<file path="src/rtl/riscv_pkg.sv">
// ---------------------------------------------------------------------------
// riscv_pkg: opcodes, ALU/write-back encodings and decode types. Rev 1.0
// ---------------------------------------------------------------------------
`default_nettype none

package riscv_pkg;

  localparam logic [6:0] OPC_LUI    = 7'b0110111;
  localparam logic [6:0] OPC_AUIPC  = 7'b0010111;
  localparam logic [6:0] OPC_JAL    = 7'b1101111;
  localparam logic [6:0] OPC_JALR   = 7'b1100111;
  localparam logic [6:0] OPC_BRANCH = 7'b1100011;
  localparam logic [6:0] OPC_LOAD   = 7'b0000011;
  localparam logic [6:0] OPC_STORE  = 7'b0100011;
  localparam logic [6:0] OPC_OP_IMM = 7'b0010011;
  localparam logic [6:0] OPC_OP     = 7'b0110011;

  // ADD is zero so that an all-zero control word is a valid bubble.
  localparam logic [3:0] ALU_ADD    = 4'd0;
  localparam logic [3:0] ALU_SUB    = 4'd1;
  localparam logic [3:0] ALU_SLL    = 4'd2;
  localparam logic [3:0] ALU_SLT    = 4'd3;
  localparam logic [3:0] ALU_SLTU   = 4'd4;
  localparam logic [3:0] ALU_XOR    = 4'd5;
  localparam logic [3:0] ALU_SRL    = 4'd6;
  localparam logic [3:0] ALU_SRA    = 4'd7;
  localparam logic [3:0] ALU_OR     = 4'd8;
  localparam logic [3:0] ALU_AND    = 4'd9;
  localparam logic [3:0] ALU_PASS_B = 4'd10;

  localparam logic [1:0] WB_ALU = 2'd0;
  localparam logic [1:0] WB_MEM = 2'd1;
  localparam logic [1:0] WB_PC  = 2'd2;

  localparam logic [31:0] NOP = 32'h0000_0013;

  typedef struct packed {
    logic [3:0] alu_op;
    logic       alu_src_imm;
    logic       alu_src_pc;
    logic       mem_read;
    logic       mem_write;
    logic [2:0] mem_funct3;
    logic       reg_write;
    logic [1:0] wb_sel;
    logic       branch;
    logic       jal;
    logic       jalr;
    logic       illegal;
  } ctrl_t;

  function automatic logic [3:0] alu_decode(input logic [2:0] funct3, input logic alt);
    logic [3:0] op;
    case (funct3)
      3'b000:  op = alt ? ALU_SUB : ALU_ADD;
      3'b001:  op = ALU_SLL;
      3'b010:  op = ALU_SLT;
      3'b011:  op = ALU_SLTU;
      3'b100:  op = ALU_XOR;
      3'b101:  op = alt ? ALU_SRA : ALU_SRL;
      3'b110:  op = ALU_OR;
      default: op = ALU_AND;
    endcase
    return op;
  endfunction

endpackage

`default_nettype wire

</file>
<file path="src/rtl/decompressor.sv">
// ---------------------------------------------------------------------------
// decompressor: expands RV32C instructions to RV32I; unsupported -> 0. Rev 1.0
// ---------------------------------------------------------------------------
`default_nettype none

module decompressor
  import riscv_pkg::*;
(
  input  logic [15:0] c_inst,
  output logic [31:0] inst
);

  logic [15:0] c;
  logic [4:0]  rdp;
  logic [4:0]  rs1p;
  logic [11:0] cj;
  logic [12:0] cb;

  assign c    = c_inst;
  assign rdp  = {2'b01, c[4:2]};
  assign rs1p = {2'b01, c[9:7]};
  assign cj   = {c[12], c[8], c[10:9], c[6], c[7], c[2], c[11], c[5:3], 1'b0};
  assign cb   = {{4{c[12]}}, c[12], c[6:5], c[2], c[11:10], c[4:3], 1'b0};

  always_comb begin
    inst = 32'h0;
    case (c[1:0])
      2'b00: begin
        case (c[15:13])
          3'b000: if (c[12:5] != 8'h0)
                    inst = {2'b00, c[10:7], c[12:11], c[5], c[6], 2'b00, 5'd2, 3'b000, rdp, OPC_OP_IMM};
          3'b010: inst = {5'b0, c[5], c[12:10], c[6], 2'b00, rs1p, 3'b010, rdp, OPC_LOAD};
          3'b110: inst = {5'b0, c[5], c[12], rdp, rs1p, 3'b010, c[11:10], c[6], 2'b00, OPC_STORE};
          default: ;
        endcase
      end
      2'b01: begin
        case (c[15:13])
          3'b000: inst = {{7{c[12]}}, c[6:2], c[11:7], 3'b000, c[11:7], OPC_OP_IMM};
          3'b001: inst = {cj[11], cj[10:1], cj[11], {8{cj[11]}}, 5'd1, OPC_JAL};
          3'b010: inst = {{7{c[12]}}, c[6:2], 5'd0, 3'b000, c[11:7], OPC_OP_IMM};
          3'b011: begin
            if (c[11:7] == 5'd2)
              inst = {{3{c[12]}}, c[4:3], c[5], c[2], c[6], 4'b0, 5'd2, 3'b000, 5'd2, OPC_OP_IMM};
            else
              inst = {{15{c[12]}}, c[6:2], c[11:7], OPC_LUI};
          end
          3'b100: begin
            case (c[11:10])
              2'b00: inst = {7'b0000000, c[6:2], rs1p, 3'b101, rs1p, OPC_OP_IMM};
              2'b01: inst = {7'b0100000, c[6:2], rs1p, 3'b101, rs1p, OPC_OP_IMM};
              2'b10: inst = {{7{c[12]}}, c[6:2], rs1p, 3'b111, rs1p, OPC_OP_IMM};
              default: begin
                if (!c[12]) begin
                  case (c[6:5])
                    2'b00:   inst = {7'b0100000, rdp, rs1p, 3'b000, rs1p, OPC_OP};
                    2'b01:   inst = {7'b0000000, rdp, rs1p, 3'b100, rs1p, OPC_OP};
                    2'b10:   inst = {7'b0000000, rdp, rs1p, 3'b110, rs1p, OPC_OP};
                    default: inst = {7'b0000000, rdp, rs1p, 3'b111, rs1p, OPC_OP};
                  endcase
                end
              end
            endcase
          end
          3'b101: inst = {cj[11], cj[10:1], cj[11], {8{cj[11]}}, 5'd0, OPC_JAL};
          3'b110: inst = {cb[12], cb[10:5], 5'd0, rs1p, 3'b000, cb[4:1], cb[11], OPC_BRANCH};
          default: inst = {cb[12], cb[10:5], 5'd0, rs1p, 3'b001, cb[4:1], cb[11], OPC_BRANCH};
        endcase
      end
      2'b10: begin
        case (c[15:13])
          3'b000: inst = {7'b0, c[6:2], c[11:7], 3'b001, c[11:7], OPC_OP_IMM};
          3'b010: inst = {4'b0, c[3:2], c[12], c[6:4], 2'b00, 5'd2, 3'b010, c[11:7], OPC_LOAD};
          3'b100: begin
            if (!c[12]) begin
              if (c[6:2] == 5'd0) inst = {12'b0, c[11:7], 3'b000, 5'd0, OPC_JALR};
              else                inst = {7'b0, c[6:2], 5'd0, 3'b000, c[11:7], OPC_OP};
            end else begin
              if (c[11:2] == 10'd0)    inst = 32'h0010_0073;
              else if (c[6:2] == 5'd0) inst = {12'b0, c[11:7], 3'b000, 5'd1, OPC_JALR};
              else                     inst = {7'b0, c[6:2], c[11:7], 3'b000, c[11:7], OPC_OP};
            end
          end
          3'b110: inst = {4'b0, c[8:7], c[12], c[6:2], 5'd2, 3'b010, c[11:9], 2'b00, OPC_STORE};
          default: ;
        endcase
      end
      default: ;
    endcase
  end

endmodule

`default_nettype wire

</file>
<file path="src/rtl/riscv_regfile.sv">
// ---------------------------------------------------------------------------
// riscv_regfile: 31x32 register file, 2R/1W, write-to-read bypass. Rev 1.0
// ---------------------------------------------------------------------------
`default_nettype none

module riscv_regfile #(
  parameter int XLEN = 32
) (
  input  logic            clk,
  input  logic            rst_n,
  input  logic            hold,
  input  logic            we,
  input  logic [4:0]      waddr,
  input  logic [XLEN-1:0] wdata,
  input  logic [4:0]      raddr1,
  input  logic [4:0]      raddr2,
  output logic [XLEN-1:0] rdata1,
  output logic [XLEN-1:0] rdata2
);

  logic [XLEN-1:0] regs [1:31];

  always_ff @(posedge clk or negedge rst_n) begin
    if (!rst_n) begin
      for (int i = 1; i < 32; i++) regs[i] <= '0;
    end else if (we && waddr != 5'd0 && !hold) begin
      regs[waddr] <= wdata;
    end
  end

  // x0 falls out of the loop bounds and reads as zero.
  always_comb begin
    rdata1 = '0;
    rdata2 = '0;
    for (int i = 1; i < 32; i++) begin
      if (raddr1 == 5'(i)) rdata1 = regs[i];
      if (raddr2 == 5'(i)) rdata2 = regs[i];
    end
    if (we && waddr == raddr1 && raddr1 != 5'd0) rdata1 = wdata;
    if (we && waddr == raddr2 && raddr2 != 5'd0) rdata2 = wdata;
  end

endmodule

`default_nettype wire

</file>
<file path="src/rtl/riscv_id_stage.sv">
// ---------------------------------------------------------------------------
// riscv_id_stage: RV32IC decode stage driving the ID/EX register. Rev 1.0
// ---------------------------------------------------------------------------
`default_nettype none

module riscv_id_stage
  import riscv_pkg::*;
#(
  parameter int          XLEN     = 32,
  parameter logic [31:0] RESET_PC = 32'h0
) (
  input  logic            clk,
  input  logic            rst_n,
  input  logic            stall,
  input  logic            flush,
  input  logic [31:0]     inst_i,
  input  logic [XLEN-1:0] pc_i,
  input  logic            compressed_i,
  input  logic            wb_wen,
  input  logic [4:0]      wb_rd,
  input  logic [XLEN-1:0] wb_data,
  input  logic            ex_mem_read,
  input  logic [4:0]      ex_rd,
  output logic            load_use_hazard,
  output logic [XLEN-1:0] pc_ppl,
  output logic [XLEN-1:0] rs1_data_ppl,
  output logic [XLEN-1:0] rs2_data_ppl,
  output logic [31:0]     imm_ppl,
  output logic [4:0]      rs1_ppl,
  output logic [4:0]      rs2_ppl,
  output logic [4:0]      rd_ppl,
  output logic [3:0]      alu_op_ppl,
  output logic            alu_src_imm_ppl,
  output logic            alu_src_pc_ppl,
  output logic            mem_read_ppl,
  output logic            mem_write_ppl,
  output logic [2:0]      mem_funct3_ppl,
  output logic            reg_write_ppl,
  output logic [1:0]      wb_sel_ppl,
  output logic            branch_ppl,
  output logic            jal_ppl,
  output logic            jalr_ppl,
  output logic            compressed_ppl,
  output logic            illegal_ppl
);

  logic [31:0]     expanded;
  logic [31:0]     inst;
  logic [6:0]      opcode;
  logic [2:0]      funct3;
  logic [4:0]      rs1;
  logic [4:0]      rs2;
  logic [4:0]      rd;
  logic [31:0]     imm;
  logic            rs1_used;
  logic            rs2_used;
  ctrl_t           ctrl;
  logic [XLEN-1:0] rs1_data;
  logic [XLEN-1:0] rs2_data;

  decompressor u_decompressor (
    .c_inst (inst_i[15:0]),
    .inst   (expanded)
  );

  assign inst   = compressed_i ? expanded : inst_i;
  assign opcode = inst[6:0];
  assign funct3 = inst[14:12];
  assign rs1    = inst[19:15];
  assign rs2    = inst[24:20];
  assign rd     = ctrl.reg_write ? inst[11:7] : 5'd0;

  always_comb begin
    ctrl     = '0;
    imm      = '0;
    rs1_used = 1'b0;
    rs2_used = 1'b0;
    case (opcode)
      OPC_LUI: begin
        ctrl.reg_write   = 1'b1;
        ctrl.alu_src_imm = 1'b1;
        ctrl.alu_op      = ALU_PASS_B;
        imm              = {inst[31:12], 12'b0};
      end
      OPC_AUIPC: begin
        ctrl.reg_write   = 1'b1;
        ctrl.alu_src_imm = 1'b1;
        ctrl.alu_src_pc  = 1'b1;
        imm              = {inst[31:12], 12'b0};
      end
      OPC_JAL: begin
        ctrl.reg_write   = 1'b1;
        ctrl.jal         = 1'b1;
        ctrl.alu_src_imm = 1'b1;
        ctrl.alu_src_pc  = 1'b1;
        ctrl.wb_sel      = WB_PC;
        imm              = {{12{inst[31]}}, inst[19:12], inst[20], inst[30:21], 1'b0};
      end
      OPC_JALR: begin
        ctrl.reg_write   = 1'b1;
        ctrl.jalr        = 1'b1;
        ctrl.alu_src_imm = 1'b1;
        ctrl.alu_src_pc  = 1'b1;
        ctrl.wb_sel      = WB_PC;
        imm              = {{20{inst[31]}}, inst[31:20]};
        rs1_used         = 1'b1;
      end
      OPC_BRANCH: begin
        // funct3 rides along in mem_funct3 so EX can tell the branch condition.
        ctrl.branch      = 1'b1;
        ctrl.mem_funct3  = funct3;
        ctrl.alu_op      = (funct3[2:1] == 2'b00) ? ALU_SUB :
                           (funct3[1] ? ALU_SLTU : ALU_SLT);
        imm              = {{20{inst[31]}}, inst[7], inst[30:25], inst[11:8], 1'b0};
        rs1_used         = 1'b1;
        rs2_used         = 1'b1;
      end
      OPC_LOAD: begin
        ctrl.reg_write   = 1'b1;
        ctrl.mem_read    = 1'b1;
        ctrl.alu_src_imm = 1'b1;
        ctrl.mem_funct3  = funct3;
        ctrl.wb_sel      = WB_MEM;
        imm              = {{20{inst[31]}}, inst[31:20]};
        rs1_used         = 1'b1;
      end
      OPC_STORE: begin
        ctrl.mem_write   = 1'b1;
        ctrl.alu_src_imm = 1'b1;
        ctrl.mem_funct3  = funct3;
        imm              = {{20{inst[31]}}, inst[31:25], inst[11:7]};
        rs1_used         = 1'b1;
        rs2_used         = 1'b1;
      end
      OPC_OP_IMM: begin
        ctrl.reg_write   = 1'b1;
        ctrl.alu_src_imm = 1'b1;
        ctrl.alu_op      = alu_decode(funct3, inst[30] && funct3 == 3'b101);
        imm              = {{20{inst[31]}}, inst[31:20]};
        rs1_used         = 1'b1;
      end
      OPC_OP: begin
        ctrl.reg_write   = 1'b1;
        ctrl.alu_op      = alu_decode(funct3, inst[30]);
        rs1_used         = 1'b1;
        rs2_used         = 1'b1;
      end
      default: ctrl.illegal = 1'b1;
    endcase
  end

  riscv_regfile #(.XLEN(XLEN)) u_regfile (
    .clk    (clk),
    .rst_n  (rst_n),
    .hold   (stall),
    .we     (wb_wen),
    .waddr  (wb_rd),
    .wdata  (wb_data),
    .raddr1 (rs1),
    .raddr2 (rs2),
    .rdata1 (rs1_data),
    .rdata2 (rs2_data)
  );

  assign load_use_hazard = !flush && ex_mem_read && ex_rd != 5'd0 &&
                           ((rs1_used && ex_rd == rs1) || (rs2_used && ex_rd == rs2));

  ctrl_t ctrl_q;

  always_ff @(posedge clk or negedge rst_n) begin
    if (!rst_n) begin
      ctrl_q         <= '0;
      pc_ppl         <= RESET_PC[XLEN-1:0];
      rs1_data_ppl   <= '0;
      rs2_data_ppl   <= '0;
      imm_ppl        <= '0;
      rs1_ppl        <= '0;
      rs2_ppl        <= '0;
      rd_ppl         <= '0;
      compressed_ppl <= 1'b0;
    end else if (!stall) begin
      pc_ppl <= pc_i;
      if (flush || load_use_hazard) begin
        ctrl_q         <= '0;
        rs1_data_ppl   <= '0;
        rs2_data_ppl   <= '0;
        imm_ppl        <= '0;
        rs1_ppl        <= '0;
        rs2_ppl        <= '0;
        rd_ppl         <= '0;
        compressed_ppl <= 1'b0;
      end else begin
        ctrl_q         <= ctrl;
        rs1_data_ppl   <= rs1_data;
        rs2_data_ppl   <= rs2_data;
        imm_ppl        <= imm;
        rs1_ppl        <= rs1;
        rs2_ppl        <= rs2;
        rd_ppl         <= rd;
        compressed_ppl <= compressed_i;
      end
    end
  end

  assign alu_op_ppl      = ctrl_q.alu_op;
  assign alu_src_imm_ppl = ctrl_q.alu_src_imm;
  assign alu_src_pc_ppl  = ctrl_q.alu_src_pc;
  assign mem_read_ppl    = ctrl_q.mem_read;
  assign mem_write_ppl   = ctrl_q.mem_write;
  assign mem_funct3_ppl  = ctrl_q.mem_funct3;
  assign reg_write_ppl   = ctrl_q.reg_write;
  assign wb_sel_ppl      = ctrl_q.wb_sel;
  assign branch_ppl      = ctrl_q.branch;
  assign jal_ppl         = ctrl_q.jal;
  assign jalr_ppl        = ctrl_q.jalr;
  assign illegal_ppl     = ctrl_q.illegal;

endmodule

`default_nettype wire

</file>
<file path="config.mk">
export PLATFORM = sky130hd
export DESIGN_NAME = riscv_id_stage
export DESIGN_NICKNAME = d
export VERILOG_FILES = /design/src/rtl/riscv_pkg.sv /design/src/rtl/decompressor.sv /design/src/rtl/riscv_regfile.sv /design/src/rtl/riscv_id_stage.sv
export SDC_FILE = /design/constraint.sdc
export NUM_CORES = 2
export LEC_CHECK = 0
export BUFFER_PORTS_ARGS = -buffer_cell sky130_fd_sc_hd__buf_2
export CORE_MARGIN = 3
export CORE_UTILIZATION = 40
export DETAILED_ROUTE_END_ITERATION = 8
export PLACE_DENSITY = 0.66
export SYNTH_ARGS = -nofsm -noshare
export SYNTH_HDL_FRONTEND = slang
export SYNTH_SLANG_ARGS = --single-unit
</file>
<file path="constraint.sdc">
create_clock -name clk -period 3 [get_ports clk]
set_input_delay 0.45 -clock clk [delete_from_list [all_inputs] [get_ports clk]]
set_output_delay 0.45 -clock clk [all_outputs]
set_load 0.01 [all_outputs]
</file>
# After elaboration in Yosys (flattened, before gate mapping)

Index checks and enable logic that the tools add are counted.
W data, S select, Z words.

Register bits after elaboration: 1,154
Input bits: 113
Output and inout bits: 163
Word-level logic and storage cells: 301

Magnitude comparators: 2
Equality and inequality tests: 94
Multiplexer cells: 113
Bitwise gates (word level): 1
Reduce and logical (&&, ||, !) cells: 40

Operators by type and width:

| operator             | count |
|---|---|
| $mux W32             | 71 |
| $bwmux W992          | 1 |
| $pmux W32 S7         | 1 |
| $pmux W32 S3         | 2 |
| $demux W32 S5        | 1 |
| $eq A5 B5 Y1 const B | 32 |
| $pmux W32 S5         | 1 |
| $pmux W32 S4         | 1 |
| $pmux W31 S3         | 1 |
| $pmux W30 S3         | 1 |
| $eq A5 B4 Y1 const B | 16 |
| $pmux W4 S7          | 2 |
| $mux W25             | 2 |
| $eq A5 B3 Y1 const B | 8 |
| $mux W31             | 1 |
| $mux W30             | 1 |
| $mux W29             | 1 |
| $eq A5 B2 Y1 const B | 5 |
| $eq A7 B6 Y1 const B | 3 |
| $eq A7 B7 Y1 const B | 3 |
| $eq A5 B5 Y1         | 4 |
| $mux W5              | 4 |
| $reduce_bool A5 Y1   | 4 |
| $eq A3 B3 Y1 const B | 6 |
| other kinds (28)     | 78 |

# Logic depth before layout (Yosys ltp)

Depth after elaboration: 41
Gate-level depth with buffers: 19
Mapped depth without buffers: 11

# Hierarchy

From an unflattened synthesis, not the netlist that was laid out.

Cells, all modules: 6,256
Area total of the unflattened synthesis: 64,230.4 um^2

By module, submodules not included:

| module         | instances | cells an instance | area an instance (um^2) | seq. area each (um^2) |
|---|---|---|---|---|
| riscv_regfile  | 1         | 5,254             | 55,361.8                | 24,823.8 |
| riscv_id_stage | 1         | 754               | 7,415.9                 | 4,028.9 |
| decompressor   | 1         | 248               | 1,452.6                 | 0.0 |

# Worst setup path before layout

OpenSTA, ideal clock, no wires.

Path type: input to register
Start point: input inst_i[9]
End point: register rs1_data_ppl[0]
Library setup time: 131 ps
Arrival: 3,572 ps
Required time: 2,869 ps
Path slack: -703 ps
Stages: 14
Path buffers: 3
Cell sequence: buf_2 > or4_1 > clkbuf_1 > nor4_2 > o221ai_1 > nor3_4 > buf_2 > mux2_2 > a22oi_1 > nor2_1 > a211oi_1 > nand4_1 > a2111oi_0 > o21ai_1

Word-level cells in the longest chain between the ends: 40
Elaborated cells between the ends (all ways): 102
Those cells by class: eq/ne (41); mux (49); reduce/logical (12)

RTL lines:

| element                                      | RTL line                               | text |
|---|---|---|
| start: declaration                           | riscv_id_stage.sv:16                   | `input logic [31:0] inst_i,` |
| $pmux W31 S3 (tied with other cells)         | decompressor.sv:55                     | `case (c[6:5])` |
| $mux W31 or $mux W32 (tied branches)         | decompressor.sv:54, decompressor.sv:79 |  |
| $pmux W32 S3 or $mux W32 (tied branches)     | decompressor.sv:49, decompressor.sv:75 |  |
| $pmux W32 S7 or $pmux W32 S4 (tied branches) | decompressor.sv:38, decompressor.sv:71 |  |
| $pmux W32 S3 (*)                             | decompressor.sv:27                     | `case (c[1:0])` |
| $mux W32 (*)                                 | riscv_id_stage.sv:66                   | `assign inst = compressed_i ? expanded : inst_i;` |
| $eq A5 B1 Y1                                 | riscv_regfile.sv:36                    | `if (raddr1 == 5'(i)) rdata1 = regs[i];` |
| $mux W32 (31 in series)                      | riscv_regfile.sv:36                    |  |
| $mux W32                                     | riscv_regfile.sv:39                    | `if (we && waddr == raddr1 && raddr1 != 5'd0) rdata1 = wdata;` |
| $mux W32 (*)                                 | riscv_id_stage.sv:183                  | `if (flush \|\| load_use_hazard) begin` |
| end signal: assignment                       | riscv_id_stage.sv:194                  | `rs1_data_ppl <= rs1_data;` |
| end: declaration                             | riscv_id_stage.sv:26                   | `output logic [XLEN-1:0] rs1_data_ppl,` |

Mark *: on every way between the ends. The rest lies on a longest branch, timed or not.
A chain may end at the register's enable or synchronous reset.

# Final worst setup path

Start point: input inst_i[11]
End point: output load_use_hazard

Word-level cells in the longest chain between the ends: 12
Elaborated cells between the ends (all ways): 34
Those cells by class: eq/ne (11); mux (14); reduce/logical (9)

RTL lines:

| element                                                        | RTL line              | text |
|---|---|---|
| $logic_not A10 Y1                                              | decompressor.sv:79    | `if (c[11:2] == 10'd0) inst = 32'h0010_0073;` |
| $mux W32                                                       | decompressor.sv:79    |  |
| $mux W32                                                       | decompressor.sv:75    | `if (!c[12]) begin` |
| $pmux W32 S4                                                   | decompressor.sv:71    | `case (c[15:13])` |
| $pmux W32 S3 (*)                                               | decompressor.sv:27    |  |
| $mux W32 (*)                                                   | riscv_id_stage.sv:66  |  |
| $eq A7 B6 Y1 (tied with other cells)                           | riscv_id_stage.sv:78  | `case (opcode)` |
| $reduce_or A6 Y1 (no line) or $reduce_or A3 Y1 (tied branches) | --                    |  |
| $mux W1                                                        | riscv_id_stage.sv:78  |  |
| $logic_and A1 B1 Y1                                            | riscv_id_stage.sv:166 | `((rs1_used && ex_rd == rs1) \|\| (rs2_used && ex_rd == rs2));` |
| $logic_or A1 B1 Y1 (*)                                         | riscv_id_stage.sv:166 |  |
| $logic_and A1 B1 Y1 (*)                                        | riscv_id_stage.sv:165 | `assign load_use_hazard = !flush && ex_mem_read && ex_rd != 5'd0 &&` |
| end: declaration                                               | riscv_id_stage.sv:24  | `output logic load_use_hazard,` |

Marked as above.

==> results.py <==
metrics = {
    "synthesis": {
        "synth_edf_count": 0,
        "syn-cell-area_um2": 61700,
        "yosys_register_bits": 1153,
        "synth_fp_nets": 5856,
        "ys.flop_type": "dfrtp_1",
        "synth_cell_types": 108,
        "yosysWarnings": 0,
        "synth.area.top_cells": "dfrtp_1 (47%), mux2_2 (19%), a22oi_1 (3.6%), nand2_1 (2.7%), a21oi_1 (2.1%)",
        "syn_avg_cell_area_um2": 10.7,
        "synth_area_leader_cell": "dfrtp_1",
        "synth.most_common_cell": "dfrtp_1",
        "syn_inst": 5743,
        "async_flop_share_pct": 100,
        "synth_top_area_share_pct": 46.8,
        "yosysSeqAreaShare_pct": 46.8,
        "synth_commonest_cells": "dfrtp_1 (1153), mux2_2 (1047), nand2_1 (437)",
    },
    "worst_setup_path": {
        "rr_startpoint": "u_regfile.regs[499]",
        "ff2ff_path_depth": 8,
        "critPathLaunchType": "input pin",
        "worstPathMaxFanout": 3,
        "worst_setup_path_end_kind": "output pin",
        "reg2reg_to": "rs1_data_ppl[19]",
        "worstPathArrival_ns": 3.11,
        "path_class": "in -> out",
        "reg2reg_setup_slack_ns": 0.40,
        "worstPathRequired_ns": 2.55,
    },
    "sta": {
        "clock.fmax_ghz": 0.281,
        "rsz0062_at_grt": "yes",
        "relSlewSlack_pct": 29.9,
        "hold_viol": 0,
        "setup_ws_ns": -0.561,
        "slew_violations": 0,
        "period_share_pct": 119,
        "tightest_slew_ns": 1.05,
        "min_period_ns": 3.56,
        "whs_ns": 0.0950,
        "fin_worst_skew_ns": 0.0606,
        "setup_violations": 130,
    },
    "clock_tree": {
        "htree_num_levels": 4,
        "clock-root-buffer": "clkbuf_16",
        "clock_path_buffers": 3,
        "cts_tree": "built",
        "cts_sinks": 1153,
        "cts_made_buffers": 138,
        "path_clk_slew_ns": 0.06,
        "clk_latency_ns": 0.81,
    },
    "grt": {
        "antenna_found_initial": 41,
        "grt_pass1_vias": 64500,
        "grt_pass1_wl_um": 573000,
        "grt_max_degree": 127,
        "grt_overflow": 0,
        "grt_usage_pct": 53.2,
    },
    "detailed_routing": {
        "routed_wl_um": 442000,
        "ant_nets": 0,
        "drtIter0Drc": 12100,
        "route.detailed.drc": 18,
        "dr.pass1.iters": 9,
        "vias": 69100,
        "via_per_inst": 7.19,
        "wl_per_cell_um": 46.0,
    },
    "die": {
        "core_area_um2": 153000,
        "start_util_pct": 40.4,
        "rows": 143,
        "die_area_um2": 159000,
        "die_h_um": 399,
        "ios": 276,
        "die_w_um": 399,
    },
    "layout": {
        "fillCellCount": 12500,
        "post-route-cell-area_um2": 92600,
        "finish.utilization_pct": 60.6,
        "layout.nets": 7555,
        "multiInputGateArea_um2": 34900,
        "drive_above_1_share_pct": 53.4,
        "seqCellArea_um2": 28900,
        "area_growth_pct": 50.1,
        "stdcell_count": 9616,
    },
    "place": {
        "dpl.hpwl_um": 306000,
        "dpl-instance-area_um2": 77100,
        "port_buffers": 275,
        "dp_cells": 8848,
        "gp_congestion": 1.09,
    },
    "power": {
        "cellInternalPower_w": 0.0332,
        "p_comb_share_pct": 21.6,
        "p_sw_w": 0.0162,
        "total_power_w": 0.0494,
        "leakage_nw": 41.9,
        "swShare_pct": 32.7,
        "pwr-share-clk_pct": 37.9,
        "vdd_drop_max_uv": 629,
        "seqPwrFrac_pct": 40.6,
        "power_density_nw_per_um2": 533,
    },
    "hold_path": {
        "worstHoldEndpoint": "imm_ppl[6]",
        "hold_path_class": "in -> reg",
        "holdCritStartpoint": "inst_i[26]",
        "hold_depth": 3,
    },
    "status": {
        "violations": "design-rule violations, negative setup slack",
        "status": "complete, but fails checks",
    },
    "job": {
        "maxCapViolCount": 0,
    },
}
[power by group through the flow]
| stage | clock, W | combinational (W) | sequential (W) |
|---|---|---|---|
| 6_report | 0.0187 | 0.0107 | 0.0200 |
| 2_1_floorplan | 0 | 0.00395 | 0.0189 |
| 3_5_place_dp | 0 | 0.00847 | 0.0199 |
| 5_1_grt | 0.0193 | 0.0108 | 0.0200 |
| 4_1_cts | 0.0187 | 0.00920 | 0.0197 |
| 3_3_place_gp | 0 | 0.00839 | 0.0199 |
[worst max-delay path by stage]
| stage | depth (start not counted) | slack, ns | end | from |
|---|---|---|---|---|
| global placement | 16 | -2.14 | rs1_data_ppl[25] | inst_i[15] |
| detailed placement | 18 | -1.98 | rs2_data_ppl[9] | inst_i[11] |
| floorplan | 14 | -0.55 | rs1_data_ppl[0] | inst_i[9] |
| global route | 14 | -0.76 | load_use_hazard | inst_i[11] |
| CTS | 15 | -0.51 | load_use_hazard | inst_i[0] |
| finish | 14 | -0.56 | load_use_hazard | inst_i[11] |
[what timing repair did]
action,4_1_cts,5_1_grt
hold buffers,35,0
resized for setup,501,736
setup endpoints to repair,130,128
pin swaps,136,362
setup buffers,203,282
endpoints found under the hold margin,213,0
gates cloned,6,14
[through the flow]
stage / worst slack (ns) / setup TNS, ns
6_report: -0.561 / -35.90
3_3_place_gp: -2.14 / -181.55
2_1_floorplan: -0.547 / -57.52
4_1_cts: -0.511 / -18.16
3_5_place_dp: -1.98 / -179.94
5_1_grt: -0.758 / -53.70
[state kept, by name, indices dropped and copies added (netlist names), 3 cells and up]
signal / cells
rs2_ppl: 5
imm_ppl: 32
rd_ppl: 5
rs1_data_ppl: 32
pc_ppl: 32
rs2_data_ppl: 32
rs1_ppl: 5
u_regfile.regs: 992
alu_op_ppl: 4
mem_funct3_ppl: 3
[placed cells by master, fill, tap and decap left out, drive strengths merged, types with 94 or more instances in the layout]
cell	synthesis	final
buf	235	2050
dfrtp	1153	1153
mux2	1047	1047
nand2	438	438
a22oi	299	299
o21ai	291	291
a21oi	257	257
nor2	247	247
clkbuf	306	195
nand3	169	169
a221oi	140	140
nor3	119	119
a22o	115	115
nand4	94	94
[metal layers]
layer | share of wire (%) | track usage [%]
met2 | 39 | 73.0
met1 | 35 | 64.2
met4 | 11 | 42.1
met3 | 15 | 23.7
met5 | 0.093 | 0.277
[final cells by class]
type,count,share of cell area [%]
clock buffers,181,4.23
inverters,26,0.114
repair buffers,2099,22.7
well taps,2030,2.74
flip-flops and latches,1153,31.2
multi-input cells,4024,37.7
diodes,31,0.0838
clock inverters,72,1.21
[worst max-delay path, cell delays in order]
cell      delay (ns)
buf_8           0.11
or4_4           0.59
buf_6           0.15
nor4_4          0.29
o221ai_4        0.18
nor3_4          0.19
buf_12          0.13
buf_6           0.10
xnor2_2         0.08
nor4_2          0.30
buf_4           0.15
nand3b_1        0.16
o21ai_4         0.10
buf_6           0.12
[logic make-up after synthesis]
kind of cell    synth area share, %
buf+inv                        3.89
simple gates                   9.98
flops                          46.8
xor+xnor                      0.227
compound gates                 19.4
mux                            19.7
Power figures use the tool's default switching activity.
